File: config.mk
export PLATFORM = sky130hd
export DESIGN_NAME = uart_bus_bridge
export DESIGN_NICKNAME = d
export VERILOG_FILES = /design/src/rtl/bridge_pkg.sv /design/src/rtl/bridge_timeout.sv /design/src/rtl/uart_bus_bridge.sv
export SDC_FILE = /design/constraint.sdc
export NUM_CORES = 1
export LEC_CHECK = 0
export CAP_MARGIN = 20
export CORE_MARGIN = 5
export CORE_UTILIZATION = 53
export CTS_CLUSTER_SIZE = 30
export DETAILED_ROUTE_END_ITERATION = 10
export GPL_TIMING_DRIVEN = 0
export HOLD_SLACK_MARGIN = 0.08
export PLACE_DENSITY = 0.86
export SLEW_MARGIN = 20
export SYNTH_ARGS = -nofsm -noshare
export SYNTH_HDL_FRONTEND = slang
export SYNTH_SLANG_ARGS = --single-unit
File: constraint.sdc
create_clock -name clk -period 9.4 [get_ports clk]
set_input_delay 0.94 -clock clk [delete_from_list [all_inputs] [get_ports clk]]
set_output_delay 0.94 -clock clk [all_outputs]
set_load 0.02 [all_outputs]
File: src/rtl/bridge_pkg.sv
// Shared types and protocol constants for the UART-to-bus debug bridge.
package bridge_pkg;

  typedef enum logic [2:0] {
    IDLE,
    ADDR,
    DATA,
    BUS_WR,
    BUS_RD,
    RD_WAIT,
    RESP
  } state_t;

  localparam logic [7:0] CMD_WRITE = 8'h57;
  localparam logic [7:0] CMD_READ  = 8'h52;
  localparam logic [7:0] RSP_ACK   = 8'h4B;

endpackage

File: src/rtl/bridge_timeout.sv
// Inter-byte timeout: counts while a command is partially received, restarts on every consumed byte.
module bridge_timeout #(
  parameter int TIMEOUT_CYCLES = 12000
) (
  input  logic clk,
  input  logic rst,
  input  logic run,
  input  logic clear,
  output logic expired
);

  localparam int W = (TIMEOUT_CYCLES > 2) ? $clog2(TIMEOUT_CYCLES) : 1;
  localparam logic [W-1:0] LIMIT = W'(TIMEOUT_CYCLES - 1);

  logic [W-1:0] count;

  always_ff @(posedge clk or posedge rst) begin
    if (rst) begin
      count <= '0;
    end else if (!run || clear) begin
      count <= '0;
    end else if (!expired) begin
      count <= count + W'(1);
    end
  end

  // Independent of clear so the bridge can gate byte capture with it without a loop.
  assign expired = run && (count == LIMIT);

endmodule

File: src/rtl/uart_bus_bridge.sv
// UART command stream to single-word bus reads/writes; optional inter-byte timeout under BRIDGE_TIMEOUT_EN.
module uart_bus_bridge
  import bridge_pkg::*;
#(
  parameter int FREQ_MHZ       = 12,
  parameter int TIMEOUT_CYCLES = FREQ_MHZ * 1000
) (
  input  logic        clk,
  input  logic        reset_i,
  input  logic [7:0]  rx_data_i,
  input  logic        rx_valid_i,
  output logic        rx_rd_o,
  output logic [7:0]  tx_data_o,
  output logic        tx_wr_o,
  input  logic        tx_busy_i,
  output logic        bus_req_o,
  output logic [31:0] addr_o,
  output logic        we_o,
  output logic [3:0]  wr_mask_o,
  output logic [31:0] data_out_o,
  input  logic [31:0] data_in_i
);

  state_t      state, state_n;
  logic [1:0]  cnt;
  logic [1:0]  rx_hold;
  logic [1:0]  tx_hold;
  logic        is_write;
  logic [31:0] addr;
  logic [31:0] data;
  logic [31:0] resp;
  logic        take;
  logic        send;
  logic        timeout;
  logic        collect_run;

  assign collect_run = (state == ADDR) || (state == DATA);

`ifdef BRIDGE_TIMEOUT_EN
  bridge_timeout #(
    .TIMEOUT_CYCLES(TIMEOUT_CYCLES)
  ) u_timeout (
    .clk    (clk),
    .rst    (reset_i),
    .run    (collect_run),
    .clear  (take),
    .expired(timeout)
  );
`else
  logic unused_timeout_cfg;
  assign unused_timeout_cfg = ^{collect_run, TIMEOUT_CYCLES};
  assign timeout = 1'b0;
`endif

  always_comb begin
    state_n = state;
    take    = 1'b0;
    send    = 1'b0;
    if ((state == IDLE || state == ADDR || state == DATA) &&
        rx_valid_i && (rx_hold == 2'd0) && !timeout) begin
      take = 1'b1;
    end
    if ((state == RESP) && (tx_hold == 2'd0) && !tx_busy_i) begin
      send = 1'b1;
    end
    case (state)
      IDLE: begin
        if (take && (rx_data_i == CMD_WRITE || rx_data_i == CMD_READ)) state_n = ADDR;
      end
      ADDR: begin
        if (timeout) state_n = IDLE;
        else if (take && cnt == 2'd3) state_n = is_write ? DATA : BUS_RD;
      end
      DATA: begin
        if (timeout) state_n = IDLE;
        else if (take && cnt == 2'd3) state_n = BUS_WR;
      end
      BUS_WR:  state_n = RESP;
      BUS_RD:  state_n = RD_WAIT;
      RD_WAIT: state_n = RESP;
      RESP: begin
        if (send && (is_write || cnt == 2'd3)) state_n = IDLE;
      end
      default: state_n = IDLE;
    endcase
  end

  always_ff @(posedge clk or posedge reset_i) begin
    if (reset_i) begin
      state     <= IDLE;
      cnt       <= 2'd0;
      rx_hold   <= 2'd0;
      tx_hold   <= 2'd0;
      is_write  <= 1'b0;
      addr      <= 32'h0;
      data      <= 32'h0;
      resp      <= 32'h0;
      tx_wr_o   <= 1'b0;
      tx_data_o <= 8'h00;
    end else begin
      state   <= state_n;
      tx_wr_o <= send;
      // The SoC registers rd and busy, so both flags are stale for a couple of cycles.
      if (take) rx_hold <= 2'd2;
      else if (rx_hold != 2'd0) rx_hold <= rx_hold - 2'd1;
      if (send) tx_hold <= 2'd3;
      else if (tx_hold != 2'd0) tx_hold <= tx_hold - 2'd1;
      if (send) begin
        tx_data_o <= resp[7:0];
        resp      <= {8'h00, resp[31:8]};
        cnt       <= cnt + 2'd1;
      end
      case (state)
        IDLE: begin
          if (take) begin
            is_write <= (rx_data_i == CMD_WRITE);
            cnt      <= 2'd0;
          end
        end
        ADDR: begin
          if (take) begin
            addr <= {rx_data_i, addr[31:8]};
            cnt  <= cnt + 2'd1;
          end
        end
        DATA: begin
          if (take) begin
            data <= {rx_data_i, data[31:8]};
            cnt  <= cnt + 2'd1;
          end
        end
        BUS_WR: begin
          resp <= {24'h0, RSP_ACK};
          cnt  <= 2'd0;
        end
        RD_WAIT: begin
          resp <= data_in_i;
          cnt  <= 2'd0;
        end
        default: ;
      endcase
    end
  end

  assign rx_rd_o    = take & ~reset_i;
  assign bus_req_o  = (state != IDLE);
  assign we_o       = (state == BUS_WR);
  assign wr_mask_o  = {4{we_o}};
  assign addr_o     = addr;
  assign data_out_o = data;

endmodule

==> metrics.csv, run 1 <==
metric;value;unit
final cell utilization of the core;0.754;
Yosys top cell area share;0.593;
port bufs;123;
synthesized area;4850;um2
area growth from synthesis to layout;40.8;%
Final setup viols;0;
vias per cell;5.33;
setup bufs post-CTS;0;
final hold violations;0;
share of cells above drive strength 1;0.233;
initial antenna violation count;0;
final antenna-violating net count;0;
gr usage total;0.222;
Synthesized Nets;445;
CP startpoint kind;primary input;
CP max stage cell;clkdlybuf4s50_1;
DR DRC count;0;
dominant cells by area after synthesis;dfrtp_1 (59%), mux2_2 (14%), nand2_1 (4.0%), a21oi_1 (2.6%), o21ai_0 (2.5%);
launching point of the worst reg2reg path;rx_hold[0];
first-pass GRT wire length;19500;um
initial DRC count;136;
Die X-Extent;106;um
largest area contributor in the netlist;dfrtp_1;
CP top delay family;buffers and inverters;
worst-path cell chain;clkdlybuf4s50_1 > and3b_1 > nand2_1 > nor2_1 > clkdlybuf4s50_1;
hold wc startpoint;resp[7];
post-route clock skew;0.00928;ns
Final Cell Area;6830;um2
via count;3546;
cts repair resizes;0;
Data arrival, critical path;2.65;ns
Worst-path clk slew;0.06;ns
Crit. End Element;output port;
Yosys reg bits;115;
CTS Buf Count;17;
Leak;3.15;nW
met3 routed WL;493;um
Post-synth top cells;dfrtp_1 (115), mux2_2 (60), nand2_1 (52);
number of global-route vias before repair;3866;
CTS root buffer;clkbuf_8;
wire per inst;17.5;um
worst-path maximum fanout;4;
most frequent cell after synthesis;dfrtp_1;
die area;11200;um2
initial core utilization;0.535;
CP Buf/Inv Count;2;
clock tree buffer depth;2;
Fmax;279;MHz
number of flops mapped to enable cells by yosys;0;
max layer used;met4;
post-synth cell types;41;
Final nets;588;
Slew Viols, Final;0;
Metal-1 WL;4940;um
status;completed;
Critical Path Source;rx_valid_i;
ant diodes;0;
Post-synth top flop;dfrtp_1;
share of flip-flops with an asynchronous set or reset;1.00;
register area share after synthesis;0.593;
H-tree Lvls;4;
Synth Area per Inst;12.2;um2
total chip power;0.00210;W
Hold-fix buffers, CTS;0;
DRT Pass-1 Iters;4;
crit-path max cell delay;0.63;ns
Non-Filler Instances;665;
CORE AREA;9060;um2
fillers;610;
crit path time final;3.59;ns
Max-slew headroom;0.717;
Final HPWL DP;8240;um
RSZ-0062 raised after global routing;false;
CTS tree;yes;
Setup TNS Final;0;ns
Clock Sinks;115;
routed wl met2;5960;um
Crit Path Category;in2out;
Row Count;35;
placed inst area;6260;um2
Required @ worst endpoint;8.46;ns
Yosys warnings;0;
max cap viols;0;
VDD IR-drop max;0.193;mV
Final Cycle Share;0.382;
cell count after synthesis;398;
Die Ht;106;um
global route overflow;0;
clk_lat worst skew;0.51;ns
final WL;11700;um
placed instance count;633;
GPL Wtd Cong;0.851;
pwr/cell area;308;nW/um2
Top cell by count, worst path;clkdlybuf4s50_1;
Ports;124;
largest net degree at the start of global routing;84;
Worst Tran Pin Value;0.425;ns
Min-Delay Path Class;reg2reg;
[cell usage in the layout (no fill, tap or decap), types with 2 or more instances in the layout]
cell / instances
a211o_1: 2
a21oi_1: 25
a22o_1: 9
buf_2: 3
buf_4: 13
buf_6: 6
bufinv_16: 2
clkbuf_1: 3
clkbuf_16: 16
clkdlybuf4s50_1: 123
clkinv_4: 7
clkinvlp_4: 3
dfrtp_1: 115
ha_1: 3
inv_1: 8
inv_6: 2
mux2_1: 5
mux2_2: 60
mux2i_1: 3
nand2_1: 52
nand3_1: 6
nor2_1: 31
nor2_4: 3
o21ai_0: 24
o22ai_1: 3
or3_1: 2
xor2_1: 2
[layout make-up]
class	instances	area, um2	area share
Clock buffer	18	418	0.0612
Buffer	24	188	0.0275
Tap cell	111	139	0.0203
Timing Repair Buffer	124	1260	0.184
Clock inverter	14	158	0.0231
Inverter	10	42.5	0.00623
Multi-Input combinational cell	249	1750	0.256
Sequential cell	115	2880	0.421
[power breakdown]
| part | internal (W) | total [W] | switching, W |
|---|---|---|---|
| registers | 0.000661 | 0.000770 | 0.000109 |
| clock network | 0.000379 | 0.000610 | 0.000231 |
| logic | 0.000342 | 0.000721 | 0.000379 |
[through the flow]
stage	hold WS [ns]	setup WS, ns
final	0.466	5.81
after detailed placement	0.452	5.85
after floorplan	0.439	5.42
after CTS	0.464	5.83
after global placement	0.451	3.89
after global routing	0.489	5.78
[worst paths after layout]
kind	slack [ns]	end	cells past startpoint
min reg2reg	0.47	tx_data_o[7]	2
max in group asynchronous	7.85	rx_hold[1]	3
min in group asynchronous	0.84	tx_wr_o	2
max reg2reg	7.53	data_out_o[4]	6
max	5.81	rx_rd_o	5
min	0.47	tx_data_o[7]	2
[state kept, by name, summed over array words and instances (netlist names)]
register    count
tx_data_o       8
cnt             2
tx_wr_o         1
addr_o         32
data_out_o     32
tx_hold         2
state           3
rx_hold         2
is_write        1
resp           32
[metal layers]
layer,up-vias,GRT usage
met3,23,0.0484
met1,1760,0.284
met5,-,0
li1,1668,-
met4,0,0.0944
met2,95,0.366
[logic make-up (layout without fill, tap and decap cells)]
| logic type | Yosys count | in the layout | share of synthesized area |
|---|---|---|---|
| DFF | 115 | 115 | 0.593 |
| AOI/OAI and AO/OA | 67 | 67 | 0.0825 |
| buffers and inverters | 34 | 190 | 0.0464 |
| adders and majority gates | 3 | 3 | 0.00773 |
| xor gates and xnor gates | 3 | 3 | 0.00541 |
| muxes | 68 | 68 | 0.157 |
| and+or+nand+nor | 108 | 108 | 0.108 |
[tightest hold or removal path, delay by kind of cell (launching register included)]
family        cells  cell delay (ns)
flops             1             0.34
simple gates      2             0.10
No activity file was read; power rests on OpenSTA's default activity.
==> run 2: changes to the inputs <==
--- a/config.mk
+++ b/config.mk
@@ -7,12 +7,12 @@
 export LEC_CHECK = 0
 export CAP_MARGIN = 20
 export CORE_MARGIN = 5
-export CORE_UTILIZATION = 53
+export CORE_UTILIZATION = 44
 export CTS_CLUSTER_SIZE = 30
 export DETAILED_ROUTE_END_ITERATION = 10
 export GPL_TIMING_DRIVEN = 0
 export HOLD_SLACK_MARGIN = 0.08
-export PLACE_DENSITY = 0.86
+export PLACE_DENSITY = 0.76
 export SLEW_MARGIN = 20
 export SYNTH_ARGS = -nofsm -noshare
 export SYNTH_HDL_FRONTEND = slang
==> constraint.sdc (replaced) <==
create_clock -name clk -period 3.26 [get_ports clk]
set_input_delay 0.326 -clock clk [delete_from_list [all_inputs] [get_ports clk]]
set_output_delay 0.326 -clock clk [all_outputs]
set_load 0.02 [all_outputs]
==> metrics.csv, run 2 (synthesis gave the netlist of run 1 again) <==
metric;value;unit;change
Min-Delay Path Class;in2async;;
Crit Path Category;reg2out;;
post-route clock skew;0.00655;ns;-0.00273 ns
Final Hold Slack;0.271;ns;-0.195 ns
GPL Wtd Cong;0.827;;-2.9%
Die X-Extent;115;um;+8.8%
Final setup viols;0;;unchanged
largest net degree at the start of global routing;37;;-56%
crit path time final;2.70;ns;
setup ws final;0.556;ns;-5.25 ns
Clock Sinks;115;;unchanged
worst-path maximum fanout;5;;+1
pwr/cell area;882;nW/um2;+190%
Final Cell Area;6910;um2;+1.2%
Hold-fix buffers, CTS;0;;unchanged
Ports;124;;unchanged
CORE AREA;10800;um2;+20%
Fmax;370;MHz;
Required @ worst endpoint;2.93;ns;-5.53 ns
Final HPWL DP;8360;um;+1.4%
Worst Tran Pin Value;0.546;ns;+0.121 ns
port bufs;123;;unchanged
first-pass GRT wire length;18500;um;-5.5%
Die Ht;115;um;+8.8%
placed inst area;6320;um2;+1.1%
clock tree buffer depth;2;;unchanged
CTS Buf Count;17;;unchanged
die area;13200;um2;+18%
DRT Pass-1 Iters;4;;unchanged
clk_lat worst skew;0.52;ns;about the same
H-tree Lvls;4;;unchanged
Setup TNS Final;0;ns;unchanged
Crit. End Element;output port;;
final hold violations;0;;unchanged
commonest non-fill, non-tap cells in the layout;clkdlybuf4s50_1 (123), dfrtp_1 (115), mux2_2 (60);;
setup bufs post-CTS;0;;unchanged
max cap viols;0;;unchanged
RSZ-0062 raised after global routing;false;;
status;completed;;
via count;3495;;-1.4%
Worst-path clk slew;0.06;ns;about the same
Final nets;590;;+0.34%
placed instance count;664;;+4.9%
global route overflow;0;;unchanged
most common cell after layout, fill and taps aside;clkdlybuf4s50_1;;
final antenna-violating net count;0;;unchanged
fillers;861;;+41%
cts repair resizes;0;;unchanged
DR DRC count;0;;unchanged
share of cells above drive strength 1;0.236;;+0.00318
initial antenna violation count;0;;unchanged
area growth from synthesis to layout;42.4;%;
Slew Viols, Final;0;;unchanged
Max-slew headroom;0.635;;-0.0815
final WL;11500;um;-1.7%
wire per inst;16.5;um;-5.9%
initial DRC count;149;;+9.6%
gr usage total;0.179;;-0.0430
Row Count;38;;+8.6%
dpl ws;0.921;ns;-4.93 ns
ant diodes;0;;unchanged
VDD IR-drop max;0.448;mV;+130%
CTS tree;yes;;
initial core utilization;0.448;;-0.0877
Leak;3.17;nW;+0.47%
vias per cell;5.03;;-5.7%
CTS root buffer;clkbuf_8;;
Non-Filler Instances;695;;+4.5%
number of global-route vias before repair;3631;;-6.1%
Data arrival, critical path;2.38;ns;-0.27 ns
Final Cycle Share;0.829;;
CP startpoint kind;flop;;
==> run 2: cell types whose count changed in the layout (fill, tap and decap cells not counted), moves of 2 or more <==
cell	delta
clkinv_4	-6
clkinv_2	+2
clkinvlp_4	+3
buf_12	+3
==> run 2: layout make-up <==
cell class	count	area [um2]	area share
Sequential cell	115	2880	0.416
Inverter	10	41.3	0.00597
Tap cell	140	175	0.0253
Buffer	24	188	0.0272
Clock inverter	13	160	0.0232
Clock buffer	18	428	0.0619
Timing Repair Buffer	126	1290	0.187
Multi-Input combinational cell	249	1750	0.253
==> run 2: power breakdown <==
part           switching [W]  total (W)  internal [W]
Combinational        0.00107    0.00206      0.000989
Clock               0.000648    0.00182       0.00118
Sequential          0.000307    0.00221       0.00191
Total                0.00202    0.00609       0.00407
==> run 2: layer usage <==
layer  share of wire  wire, um  GRT usage
met1            0.45      5130      0.238
met2            0.50      5680      0.285
met3           0.040       461     0.0442
met4           0.017       195     0.0696
met5               0         0          0
==> run 2: path summary, 6_finish.rpt <==
| check | from | to | slack (ns) | cells past startpoint |
|---|---|---|---|---|
| max | rx_hold[0] | rx_rd_o | 0.56 | 6 |
| min | reset_i | data_out_o[3] | 0.27 | 2 |
| max reg2reg | rx_hold[0] | data_out_o[17] | 1.37 | 6 |
| min reg2reg | resp[7] | tx_data_o[7] | 0.47 | 2 |
| max in group asynchronous | reset_i | resp[22] | 2.22 | 4 |
| min in group clk | data_in_i[4] | resp[4] | 0.35 | 3 |
==> run 2: per-stage QoR <==
step	total power, W	utilization
after floorplan	0.00343	-
after global placement	0.00419	0.578
after detailed placement	0.00429	0.583
after CTS	0.00614	0.638
after global routing	0.00642	0.638
final	0.00609	0.638
==> run 2: worst max-delay path: stages (launching register included) <==
cell and delay, ns:
dfrtp_1 0.39, inv_1 0.07, ha_1 0.27, and3b_1 0.22
nand2_1 0.11, nor2_1 0.17, clkdlybuf4s50_1 0.63
==> variant: new RTL, flow settings as in run 1 <==
Remove the register `tx_wr_o`: a continuous assignment takes its place, so the output `tx_wr_o` follows one clock earlier.
--- a/src/rtl/uart_bus_bridge.sv
+++ b/src/rtl/uart_bus_bridge.sv
@@ -96,9 +96,7 @@
       data      <= 32'h0;
       resp      <= 32'h0;
-      tx_wr_o   <= 1'b0;
       tx_data_o <= 8'h00;
     end else begin
       state   <= state_n;
-      tx_wr_o <= send;
       // The SoC registers rd and busy, so both flags are stale for a couple of cycles.
       if (take) rx_hold <= 2'd2;
@@ -143,4 +141,6 @@
   end
 
+  assign tx_wr_o = send;
+
   assign rx_rd_o    = take & ~reset_i;
   assign bus_req_o  = (state != IDLE);
Function: no difference found for any inputs over 10 cycles, from zero or initial values and one cycle with reset_i high; that may be too few to reach the edited logic, so the function may still have changed.
==> variant against run 1 <==
Die area decreased by 0.47%. Largest cell class unchanged. Sequential power decreased by 0.8%. Combinational power decreased by 0.7%. Total power decreased by 0.51%. Synthesized cell count decreased by 0.25%. Wire length decreased by 1.2%. Sequential cell count decreased by 1. Register-to-register slack about the same. Synthesized area decreased by 0.52%. Clock skew decreased by 0.0018 ns. Highest routed layer unchanged. Worst setup slack got worse by 0.026 ns. Cell area decreased by 0.44%.
==> variant: results (changes against run 1) <==
outcome=complete, no violations; Yosys warning total=0 (unchanged); crit-path leading delay family=buffers and inverters; clk_skew=0.00747 ns (-0.00181 ns); number of global-route vias before repair=3,709 (-4.1%); HPWL Detailed=8200 um (-0.46%); clk buf depth=2 (unchanged); Top Layer Used=met4; wire length per cell=17.4 um (-0.63%); GPL Wtd Cong=0.817 (-4.0%); Hold WC Path Type=flip-flop to flip-flop; Met1 Wirelength=4830 um (-2.1%); vias post-DR=3,558 (+0.34%); DR pass1 iterations=4 (unchanged); largest net degree at the start of global routing=67 (-20%); initial antenna violation count=0 (unchanged); routed wl met2=5900 um (-1.1%); clock root cell=clkbuf_8; wire length on met3=559 um (+13%); worst skew pair latency=0.51 ns (about the same); post-cts resize count=0 (unchanged); fraction of layout cells with a size suffix above 1=23.3% (+0.042 points); first-pass GRT wire length=19,200 um (-1.6%); Final #Nets=587 (-0.17%); gr usage total=21.7% (-0.47 points); crit-path max cell delay=0.62 ns; DR iter-0 viols=184 (+35%); Max IR drop VDD=0.177 mV (-8.6%); Num CTS Buffers=17 (unchanged); CTS clock-pin slew for the worst setup and hold paths=0.06 ns (about the same); NetSw=0.713 mW (-0.84%); Synth cell types=41 (unchanged); diode count=0 (unchanged); slowest CP cell=clkdlybuf4s50_1; Post-CTS Setup Inserts=0 (unchanged); sequential share of the synthesized area=59.1% (-0.21 points); P_leak=3.14 nW (-0.55%); CP Max Fanout=10 (+6); synth top area cells=dfrtp_1 (59%), mux2_2 (14%), nand2_1 (4.0%); # port buffers=123 (unchanged); Post-Syn Instances=397 (-0.25%); commonest cells in the netlist=dfrtp_1 (114), mux2_2 (60), nand2_1 (52); Post-Syn Nets=444 (-0.22%); # placed instances=629 (-0.63%); H-tree levels=4 (unchanged); Vias/cell=5.38 (+0.95%); Synth async-reset ratio=100% (unchanged); fillcell total=563 (-7.7%); Slew headroom=69.5% (-2.2 points)
## variant: changes by cell type in the layout (fill, tap and decap cells not counted)
cell	run 1	this run
clkinv_4	7	5
clkinvlp_4	3	4
dfrtp_1	115	114
inv_6	2	3
## variant: stage by stage
step           worst slack (ns)  power (mW)  area, um^2
6_report                   5.78        2.09        6800
5_1_grt                    5.72        2.20        6800
4_1_cts                    5.78        2.11        6800
3_5_place_dp               5.81        1.48        6230
3_3_place_gp               3.96        1.44        6190
2_1_floorplan              5.44        1.18        4830
## variant: worst paths after layout
path,endpoint,cells after the start,slack (ns),from
setup / recovery,tx_wr_o,6,5.78,tx_busy_i
setup reg to reg,data_out_o[19],6,7.53,rx_hold[0]
hold reg to reg,tx_data_o[3],2,0.47,resp[3]
min in group asynchronous,data_out_o[10],2,0.87,reset_i
max in group asynchronous,resp[0],3,7.87,reset_i
hold / removal,tx_data_o[3],2,0.47,resp[3]
## variant: worst min-delay path: stages (launching register included)
cell and delay, ns:
dfrtp_1 0.34, nand2_1 0.05, nand2_1 0.05
## variant: layout make-up
cell class	count	area share [%]
clock buffer	18	6.14
buffer	24	2.76
tap	108	1.99
inverter	10	0.625
multi-input combinational	249	25.7
clock inverter	14	2.30
sequential	114	41.9
timing repair buffer	124	18.5
## variant: per-layer routing
layer	GRT usage (%)	up-vias
li1	-	1660
met1	28.3	1776
met2	35.0	102
met3	5.68	20
met4	8.53	0
met5	0	-
## variant: power groups by stage
stage	logic (mW)	clock network, mW	registers (mW)
2_1_floorplan	0.350	0	0.833
3_3_place_gp	0.686	0	0.758
3_5_place_dp	0.714	0	0.768
4_1_cts	0.722	0.620	0.764
5_1_grt	0.776	0.646	0.782
6_report	0.716	0.610	0.764
## variant: cells by family (layout without fill, tap and decap cells)
| logic type | after synthesis | count (layout) | synth area share, % |
|---|---|---|---|
| buffers and inverters | 34 | 190 | 4.66 |
| AOI/OAI and AO/OA | 67 | 67 | 8.29 |
| adders and majority gates | 3 | 3 | 0.777 |
| muxes | 68 | 68 | 15.8 |
| DFF | 114 | 114 | 59.1 |
| xor gates and xnor gates | 3 | 3 | 0.544 |
| and+or+nand+nor | 108 | 108 | 10.9 |
